## src/rtl/quad_encoder_emulator.sv

```systemverilog
// Quadrature (A/B) encoder waveform generator for encoder-receiver bring-up.
// Emits bursts of N transitions (or runs continuously) at a programmable step period.
module quad_encoder_emulator #(
  parameter int PERIOD_W = 16,
  parameter int COUNT_W  = 16
) (
  input  logic                clk_sys,
  input  logic                rst_n,
  input  logic                start,
  input  logic                stop,
  input  logic                dir,
  input  logic [PERIOD_W-1:0] step_period,
  input  logic [COUNT_W-1:0]  n_edges,
  output logic                a_out,
  output logic                b_out,
  output logic                busy,
  output logic                done,
  output logic                aborted,
  output logic [COUNT_W-1:0]  edge_count
);

  typedef enum logic [1:0] {IDLE, RUN, DONE} state_t;

  state_t              state_q, state_d;
  logic                dir_q;
  logic [PERIOD_W-1:0] per_q;
  logic [PERIOD_W-1:0] cnt_q;
  logic [COUNT_W-1:0]  n_q;
  logic [PERIOD_W-1:0] per_eff;
  logic                accept, fire, emit, complete, terminal, abort;
  logic                step_dir;

  assign per_eff  = (step_period == '0) ? PERIOD_W'(1) : step_period;
  assign busy     = (state_q == RUN);
  assign done     = (state_q == DONE);
  assign step_dir = accept ? dir : dir_q;

  always_ff @(posedge clk_sys or negedge rst_n) begin
    if (!rst_n) state_q <= IDLE;
    else        state_q <= state_d;
  end

  // The counter runs one cycle ahead so the k-th transition lands at T+k*P;
  // with P=1 the first transition is therefore emitted on the accepting edge.
  always_comb begin
    state_d  = state_q;
    accept   = 1'b0;
    fire     = 1'b0;
    emit     = 1'b0;
    complete = 1'b0;
    terminal = 1'b0;
    abort    = 1'b0;
    case (state_q)
      IDLE: begin
        if (start && !stop) begin
          accept  = 1'b1;
          emit    = (per_eff == PERIOD_W'(1));
          state_d = RUN;
        end
      end
      RUN: begin
        complete = (n_q != '0) && (edge_count == n_q);
        fire     = (cnt_q == per_q - PERIOD_W'(1));
        terminal = fire && (n_q != '0) && ((edge_count + COUNT_W'(1)) == n_q);
        if (complete) begin
          state_d = DONE;
        end else if (stop && !terminal) begin
          abort   = 1'b1;
          state_d = DONE;
        end else begin
          // A stop coinciding with the terminal step lets it finish as a normal completion.
          emit = fire;
        end
      end
      DONE:    state_d = IDLE;
      default: state_d = IDLE;
    endcase
  end

  always_ff @(posedge clk_sys or negedge rst_n) begin
    if (!rst_n) begin
      dir_q      <= 1'b0;
      per_q      <= '0;
      n_q        <= '0;
      cnt_q      <= '0;
      aborted    <= 1'b0;
      edge_count <= '0;
      a_out      <= 1'b0;
      b_out      <= 1'b0;
    end else begin
      if (accept) begin
        dir_q   <= dir;
        per_q   <= per_eff;
        n_q     <= n_edges;
        aborted <= 1'b0;
        cnt_q   <= (per_eff == PERIOD_W'(1)) ? '0 : PERIOD_W'(1);
      end else if (state_q == RUN && !complete) begin
        cnt_q <= fire ? '0 : cnt_q + PERIOD_W'(1);
      end
      if (abort) aborted <= 1'b1;
      if (emit) begin
        edge_count <= accept ? COUNT_W'(1) : edge_count + COUNT_W'(1);
        if (step_dir) begin
          a_out <= ~b_out;
          b_out <= a_out;
        end else begin
          a_out <= b_out;
          b_out <= ~a_out;
        end
      end else if (accept) begin
        edge_count <= '0;
      end
    end
  end

endmodule

```

## config.mk

```make
export PLATFORM = sky130hd
export DESIGN_NAME = quad_encoder_emulator
export DESIGN_NICKNAME = d
export VERILOG_FILES = /design/src/rtl/quad_encoder_emulator.sv
export SDC_FILE = /design/constraint.sdc
export NUM_CORES = 1
export LEC_CHECK = 0
export ABC_AREA = 1
export BUFFER_PORTS_ARGS = -buffer_cell sky130_fd_sc_hd__buf_2
export CAP_MARGIN = 15
export CORE_MARGIN = 3
export CORE_UTILIZATION = 60
export DETAILED_ROUTE_END_ITERATION = 16
export PLACE_DENSITY = 0.83
export SLEW_MARGIN = 5
export SYNTH_ARGS = -nofsm -noshare
export SYNTH_HDL_FRONTEND = slang
export SYNTH_SLANG_ARGS = --single-unit
```

## constraint.sdc

```tcl
create_clock -name clk_sys -period 5.4 [get_ports clk_sys]
set_input_delay 0.27 -clock clk_sys [delete_from_list [all_inputs] [get_ports clk_sys]]
set_output_delay 0.27 -clock clk_sys [all_outputs]
set_load 0.01 [all_outputs]
```

-- Word-level counts from Yosys, hierarchy flattened
Cells that the tools add are included.
W data, S select, Z words.
- logic and storage cells: 66
- input bits: 37
- flip-flop bits (word level): 70
- output and inout bits: 21
- equal/unequal tests: 8
- add/subtract/negate cells: 3
- multiplexer cells: 28
- bitwise logic cells: 2
- reduce and logical (&&, ||, !) cells: 16
- operators by type and width (cell ; number):
    $mux W16 ; 7
    $eq A16 B16 Y1 ; 3
    $add A16 B1 Y16 const B ; 2
    $eq A16 B1 Y1 const B ; 1
    $logic_not A16 Y1 ; 1
    $mux W1 ; 16
    $reduce_bool A16 Y1 ; 1
    $sub A16 B1 Y16 const B ; 1
    $logic_and A1 B1 Y1 ; 6
    $mux W2 ; 3
    $reduce_bool A2 Y1 ; 3
    $pmux W2 S2 ; 1
    $logic_not A1 Y1 ; 3
    $ne A3 B1 Y1 const B ; 1
    $eq A2 B1 Y1 const B ; 1
    $eq A2 B2 Y1 const B ; 1
    $logic_not A2 Y1 ; 1
    $ne A2 B2 Y1 const B ; 1
    $not A1 Y1 ; 2
    $pmux W1 S2 ; 1
    $reduce_and A2 Y1 ; 1

-- Depth between registers and ports, before layout
Gate-level depths: netlist (run 1).
- depth in word-level cells: 10
- depth in mapped cells: 19
- mapped depth without buffers: 18

-- Worst setup path after synthesis (run 1)
Ideal clock, no wire load.
- path kind: reg2reg
- from: register per_q[0]
- to: register edge_count[10]
- data required time: 5.281 ns
- clock period less this slack: 2.231 ns
- setup time: 0.119 ns
- path buffers: 1
- stages on the path, launching flop included: 17
- slack: 3.169 ns
- arrival time: 2.113 ns
- path through: dfrtp_1 -> inv_2 -> ha_1 -> nand3_1 -> nor2_1 -> nand2_1 -> nand2_1 -> nand2_1 -> nor3_1 -> nand2_1 -> nor2_1 -> nand3_2 -> nand2_4 -> nand3_4 -> buf_2 -> nand4_1 -> nand2_1
- cells in the longest elaborated chain, start to end: 10
- elaborated cells on any way between the ends: 11
- those cells by class: 1 x add/sub; 1 x eq/ne; 4 x mux; 5 x reduce/logical
- ends and longest elaborated chain (item ; line ; source):
    from (decl) ; 26 ; logic [PERIOD_W-1:0] per_q;
    from (signal assigned) ; 93 ; per_q <= per_eff;
    $sub A16 B1 Y16 (*) ; 63 ; fire = (cnt_q == per_q - PERIOD_W'(1));
    $eq A16 B16 Y1 (*) ; 63 ;
    $logic_and A1 B1 Y1 (2 in series) ; 64 ; terminal = fire && (n_q != '0) && ((edge_count + COUNT_W'(1)) == n_q);
    $logic_not A1 Y1 ; 67 ; end else if (stop && !terminal) begin
    $logic_and A1 B1 Y1 ; 67 ;
    $mux W1 (*) ; 67 ;
    $mux W1 (*) ; 65 ; if (complete) begin
    $pmux W1 S2 (*) ; 53 ; case (state_q)
    $mux W16 or $reduce_bool A2 Y1 (tied branches) ; n/a ;
    to (signal assigned) ; 102 ; edge_count <= accept ? COUNT_W'(1) : edge_count + COUNT_W'(1);
    to (decl) ; 19 ; output logic [COUNT_W-1:0] edge_count
Every way passes the cells marked *; elsewhere a longest branch is shown, timed or not.
A chain may end at the register's enable or synchronous reset.

-- Worst setup path after layout (run 1)
- from: register per_q[0]
- to: register edge_count[9]
The elaborated chain is that of the path after synthesis.

==> results.md, run 1 <==
* Leak at 0.002736 µW
* Top Ports at 58
* TritonCTS Buffers at 9
* Maximum vdd drop at 0.2384 mV
* Hold_buf cts at 0
* Post-CTS Setup Bufs at 0
* Layout cell share with drive strength beyond 1 at 13.11%
* Skew-Pair Late Insertion Delay at 0.35 ns
* Pin count of the biggest net entering global routing at 71
* Worst EP arrival at 3.29 ns
* CTS H-tree lvls at 3
* Critical path peak fanout at 18
* Min cycle time layout at 3.008 ns
* Die ar. at 8995 µm²
* Total global-route track usage at 28.51%
* Startpoint Class: flop
* Vias per inst at 5.642
* DR DRC count at 0
* Distinct cell type count after synthesis at 39
* Syn Inst Count at 680
* Worst path required time at 5.68 ns
* Starting Density at 63.59%
* Synth top area share at 36.99%
* Final setup violation count at 0
* Worst min-delay path class: in2async
* Clk sinks at 70
* Number of global-route vias before repair at 4211
* Antenna Nets Post-Route at 0
* CTS Buffer Depth at 2
* Post_cts resized at 0
* Power per standard cell area at 310.8 nW/µm²
* RSZ-0062 raised after global routing: false
* Root Buffer: clkbuf_8
* Netlist Area Pre-Place at 4736 µm²
* Endpoints failing hold at 0
* Row count at 31
* Synthesis-to-finish area growth at 12.13%
* Count leader, synth: nand2_1
* First-pass GRT wire length at 20130 µm
* Synth Register Bits at 70
* Ys async rst share at 100.0%
* Max Fclk at 0.3324 GHz
* DRT Pass-1 Iters at 5
* Die W at 94.84 µm
* Period Utilization, post-route at 55.71%
* Post-synthesis sequential area ratio at 36.99%
* Crit. Startpoint: per_q[0]
* Max_cap viols at 0
* Gpl congestion at 0.9639
* Worst slew margin at 37.18%
* Core area at 7447 µm²
* DR iter-0 viols at 493
* Synth area leader: dfrtp_1
* Dominant cells by area after synthesis: dfrtp_1 37%, nand2_1 18%, nor2_1 5.5%
* Wire length per cell at 14.60 µm
* Ant diodes at 0
* TritonCTS clock tree: yes
* Nets at 775
* Die Ht at 94.84 µm
* Final TNS setup at 0 ns
* Hpwl dp at 9030 µm
* Synth top cells by count: 225 x nand2_1, 70 x dfrtp_1, 69 x nor2_1
* Post-synth EDFFs at 0
* Clk slew on worst S/H paths at 0.08 ns
* Synthesized area per cell at 6.964 µm²
* Net count after synthesis at 720
* Final worst slack at 2.392 ns
* Antenna violations before repair at 0
* DR vias at 4734
* Crit. End Element: flop
* Outcome: completed
* Setup Skew at 0.009991 ns
* Worst-Margin Slew at 0.9396 ns
* Remaining Overflow, GRT at 0
* Place WS at 2.496 ns
* Synth warn at 0
* Number of port buffers at 57
* Fin. max-slew vios at 0
* Predominant post-synthesis flop cell: dfrtp_1
* Routed wire length at 12250 µm
* RR Startpoint: per_q[0]
* Critical path class: reg2reg
[metal layers]
layer | global-route usage [%] | part of all wire (%) | up-vias
li1 | - | - | 2297
met1 | 41.03 | 44 | 2177
met5 | 0 | 0 | -
met3 | 6.215 | 9.2 | 25
met2 | 42.69 | 45 | 235
met4 | 9.255 | 1.8 | 0
[worst max-delay path, cell delays in order, from the launching register on]
cell and delay [ns]:
dfrtp_1 0.41, inv_2 0.11, ha_1 0.22, nand3_1 0.20, nor2_1 0.25, o21ai_1 0.11, nand2_1 0.09, inv_1 0.04
nor3_1 0.21, nand2_1 0.07, nor2_1 0.23, nand3_2 0.13, nand2_4 0.11, nand3_4 0.22, clkinv_2 0.29, nand3_1 0.13
nand2_1 0.10
[state kept, by name, summed over array words and instances (netlist names)]
signal,flops
cnt_q,16
dir_q,1
b_out,1
a_out,1
per_q,16
edge_count,16
aborted,1
n_q,16
state_q,2
[where the power goes]
part	switching [µW]	total, µW	internal (µW)
combinational	305	494	189
clock	205	464	259
sequential	90.6	692	602
total	600	1650	1050
[layout make-up]
| class | count | area, µm² |
|---|---|---|
| multi-input combinational | 521 | 2638 |
| clock buffer | 10 | 127.6 |
| clock inverter | 6 | 86.33 |
| sequential | 70 | 1752 |
| inverter | 73 | 275.3 |
| tap | 99 | 123.9 |
| timing repair buffer | 60 | 307.8 |
| fill | 604 | 2137 |
[final timing paths]
check / cells after the start / slack (ns) / end
setup / recovery: 16 / 2.39 / edge_count[9]
hold / removal: 2 / 0.12 / cnt_q[6]
setup reg to reg: 16 / 2.39 / edge_count[9]
hold reg to reg: 2 / 0.49 / aborted
max in group asynchronous: 2 / 4.68 / per_q[7]
min in group clk_sys: 3 / 0.12 / n_q[2]
[kinds of logic (layout without fill, tap and decap cells)]
logic type | Yosys count | in the layout | share of synthesized area (%)
flops | 70 | 70 | 36.99
xor+xnor | 55 | 55 | 10.17
fa+ha+maj | 3 | 3 | 0.7927
buf+inv | 89 | 149 | 7.318
compound gates | 46 | 46 | 5.443
simple gates | 417 | 417 | 39.29
[cell usage in the layout, fill, tap and decap left out, drive strengths merged]
master	n
nor2	76
bufinv	2
o22ai	10
nor3	11
nand4	34
inv	71
o2111ai	1
xor2	26
o21bai	2
nand3	53
or2	3
a21oi	3
nand2b	1
nand2	229
clkbuf	10
nand3b	5
a21boi	1
xnor2	29
ha	3
o21ai	29
clkinv	5
dfrtp	70
and2	1
nor4	4
buf	60
clkinvlp	1
[per-stage QoR]
| step | power, µW | hold WS (ns) | instance area, µm² | cells | util [%] |
|---|---|---|---|---|---|
| floorplan | 1050 | -0.02559 | 4736 | 680 | - |
| global placement | 1170 | 0.4638 | 5096 | 823 | 68.43 |
| detailed placement | 1184 | 0.4671 | 5096 | 823 | 68.43 |
| CTS | 1653 | 0.09916 | 5310 | 839 | 71.30 |
| global route | 1759 | 0.1223 | 5310 | 839 | 71.30 |
| finish | 1650 | 0.1171 | 5310 | 839 | 71.30 |
No activity file was read; power rests on OpenSTA's default activity.
==> inputs of run 2 (changes only) <==
--- a/config.mk
+++ b/config.mk
@@ -5,13 +5,13 @@
 export SDC_FILE = /design/constraint.sdc
 export NUM_CORES = 1
 export LEC_CHECK = 0
-export ABC_AREA = 1
+export ABC_AREA = 0
 export BUFFER_PORTS_ARGS = -buffer_cell sky130_fd_sc_hd__buf_2
 export CAP_MARGIN = 15
 export CORE_MARGIN = 3
-export CORE_UTILIZATION = 60
+export CORE_UTILIZATION = 59
 export DETAILED_ROUTE_END_ITERATION = 16
-export PLACE_DENSITY = 0.83
+export PLACE_DENSITY = 0.82
 export SLEW_MARGIN = 5
 export SYNTH_ARGS = -nofsm -noshare
 export SYNTH_HDL_FRONTEND = slang
==> constraint.sdc (replaced) <==
create_clock -name clk_sys -period 3.05 [get_ports clk_sys]
set_input_delay 0.1525 -clock clk_sys [delete_from_list [all_inputs] [get_ports clk_sys]]
set_output_delay 0.1525 -clock clk_sys [all_outputs]
set_load 0.01 [all_outputs]
==> run 2 against run 1 <==
The run now ends with hold timing left. First-iteration DRC count is 5.3% lower. Utilization is 3.1 points higher. Synthesized cell count fell by 20%. Maximum frequency is 2.8% higher. Combinational power rose to 3.1 times the previous value. Global-route usage up 2.4 points. Clock power increased by 65%. Clock-buffer cell count fell by 1. Routed wire length grew 8.0%. Flip-flop and latch count unchanged. Sequential power is 100% higher. Critical path depth decreased by 6. Largest cell class unchanged.
==> results.md, run 2 <==
* Outcome: finished, violations left
* Failing checks: hold timing
* Worst EP arrival at 3.20 ns
* CP Cell Sequence: inv_1 > ha_1 > or4b_1 > nor2_1 > mux2_2 > nor4_4 > nand4_1 > buf_12 > nor3_4 > mux2i_1
* Critical path class: reg2reg
* Vias per inst at 6.438
* Power per standard cell area at 669.1 nW/µm²
* Leak at 0.002507 µW
* Endpoints failing hold at 11
* Final setup violation count at 0
* Die Ht at 95.06 µm
* Maximum vdd drop at 0.4403 mV
* Wire length per cell at 18.23 µm
* Clk sinks at 70
* Top Ports at 58
* Setup Skew at 0.01047 ns
* Core area at 7486 µm²
* Synth top area share at 37.43%
* Min cycle time layout at 2.928 ns
* Dominant cells by area after synthesis: dfrtp_1 37%, nand2_1 6.9%, xnor2_1 5.1%
* Net count after synthesis at 586
* Synth Register Bits at 70
* TritonCTS clock tree: yes
* Worst path required time at 3.32 ns
* DR iter-0 viols at 467
* Worst slew margin at 41.19%
* Max_cap viols at 0
* TritonCTS Buffers at 9
* CP delay by family, top: simple AND/OR/NAND/NOR gates
* Nets at 662
* Clk slew on worst S/H paths at 0.08 ns
* Startpoint Class: flop
* Synthesized area per cell at 8.570 µm²
* Crit-path slowest cell: or4b_1
* Crit. Startpoint: per_q[1]
* Tot Pwr at 3725 µW
* Die ar. at 9036 µm²
* Synth top cells by count: 86 x nand2_1, 70 x dfrtp_1, 30 x nor2_1
* DP Cell Count at 700
* Hpwl dp at 9699 µm
* First-pass GRT wire length at 21810 µm
* Total global-route track usage at 30.93%
* Root Buffer: clkbuf_8
* Starting Density at 62.51%
* Netlist Area Pre-Place at 4679 µm²
* Routed wire length at 13230 µm
* WP buf/inv at 2
* CTS Buffer Depth at 2
* Pin count of the biggest net entering global routing at 71
* Critical path peak fanout at 15
* Fillcell total at 574
* Synth warn at 0
* Post-synthesis sequential area ratio at 37.43%
* Row count at 31
* Predominant post-synthesis flop cell: dfrtp_1
* Syn Inst Count at 546
* Antenna Nets Post-Route at 0
* Ant diodes at 0
* Antenna violations before repair at 0
* Synthesis-to-finish area growth at 18.96%
* Post-synth EDFFs at 0
* Number of global-route vias before repair at 4320
* Synth area leader: dfrtp_1
* Die W at 95.06 µm
* Place WS at 0.01628 ns
* DR DRC count at 0
* RSZ-0062 raised after global routing: true
* DR vias at 4674
* Crit. End Element: flop
* Ys async rst share at 100.0%
* Skew-Pair Late Insertion Delay at 0.35 ns
* Gpl congestion at 0.9620
* Period Utilization, post-route at 95.98%
* Max Fclk at 0.3416 GHz
* DRT Pass-1 Iters at 5
* Worst min-delay path class: in2async
* Worst-Margin Slew at 0.8822 ns
* RR Startpoint: per_q[1]
* CTS H-tree lvls at 3
* Commonest cells after routing, fill and taps aside: 86 x nand2_1, 70 x dfrtp_1, 57 x buf_2
* Final hold slack at -0.02544 ns
* Post-Layout Cell Count at 726
* Final worst slack at 0.1225 ns
* CP max stage delay at 0.51 ns
* Layout cell share with drive strength beyond 1 at 21.21%
* Count leader, synth: nand2_1
* Remaining Overflow, GRT at 0
* Distinct cell type count after synthesis at 65
* Commonest non-fill, non-tap cell in the layout: nand2_1
* Fin. max-slew vios at 0
* Number of port buffers at 57
## run 2: area by class of cell
type	instances	area (µm²)	share of cell area, %
Multi-Input combinational cell	420	2759	49.56
Timing Repair Buffer	99	650.6	11.69
Clock inverter	7	75.07	1.349
Inverter	22	82.58	1.483
Tap cell	99	123.9	2.225
Clock buffer	9	123.9	2.225
Sequential cell	70	1752	31.47
## run 2: logic make-up after synthesis
kind of cell | synth area share, %
AO/OA/AOI/OAI | 19.79
flip-flops | 37.43
XOR/XNOR | 9.358
buffers and inverters | 4.973
multiplexers | 2.032
AND/OR/NAND/NOR | 25.61
adder cells (fa/ha/maj) | 0.8022
## run 2: per-stage QoR
stage,instance area [µm²],hold WS (ns),utilization [%],TNS [ns]
floorplan,4679,-0.1431,-,0
global placement,5216,0.3416,69.68,0
detailed placement,5216,0.3490,69.68,0
CTS,5515,0.005468,73.68,0
global route,5567,0.02249,74.36,-0.02245
finish,5567,-0.02544,74.36,0
## run 2: path summary, 6_finish.rpt
kind	depth (start not counted)	to	slack, ns
setup / recovery	10	edge_count[9]	0.12
hold / removal	2	cnt_q[4]	-0.03
setup reg to reg	10	edge_count[9]	0.12
hold reg to reg	2	aborted	0.52
max in group asynchronous	2	per_q[9]	2.46
min in group clk_sys	3	per_q[12]	0.01
## run 2: where the power goes
group | switching [µW] | internal, µW | leakage [µW] | total, µW
logic | 884 | 671 | 0.00150 | 1550
clock network | 385 | 378 | 0.0000914 | 764
registers | 277 | 1130 | 0.000914 | 1410
total | 1550 | 2180 | 0.00251 | 3720
## run 2: repair_timing
item,in CTS,in global routing
resized for setup,0,8
hold endpoints to repair,10,0
setup endpoints to repair,0,26
setup buffers,0,0
hold buffers,10,0
## run 2: layer usage
| layer | global-route usage (%) | routed length, µm | share of wire, % | up-vias |
|---|---|---|---|---|
| met5 | 0 | 0 | 0 | - |
| met4 | 9.014 | 139 | 1.1 | 0 |
| met3 | 4.420 | 1256 | 9.5 | 17 |
| met2 | 44.61 | 5876 | 44 | 245 |
| met1 | 47.95 | 5960 | 45 | 2250 |
| li1 | - | - | - | 2162 |
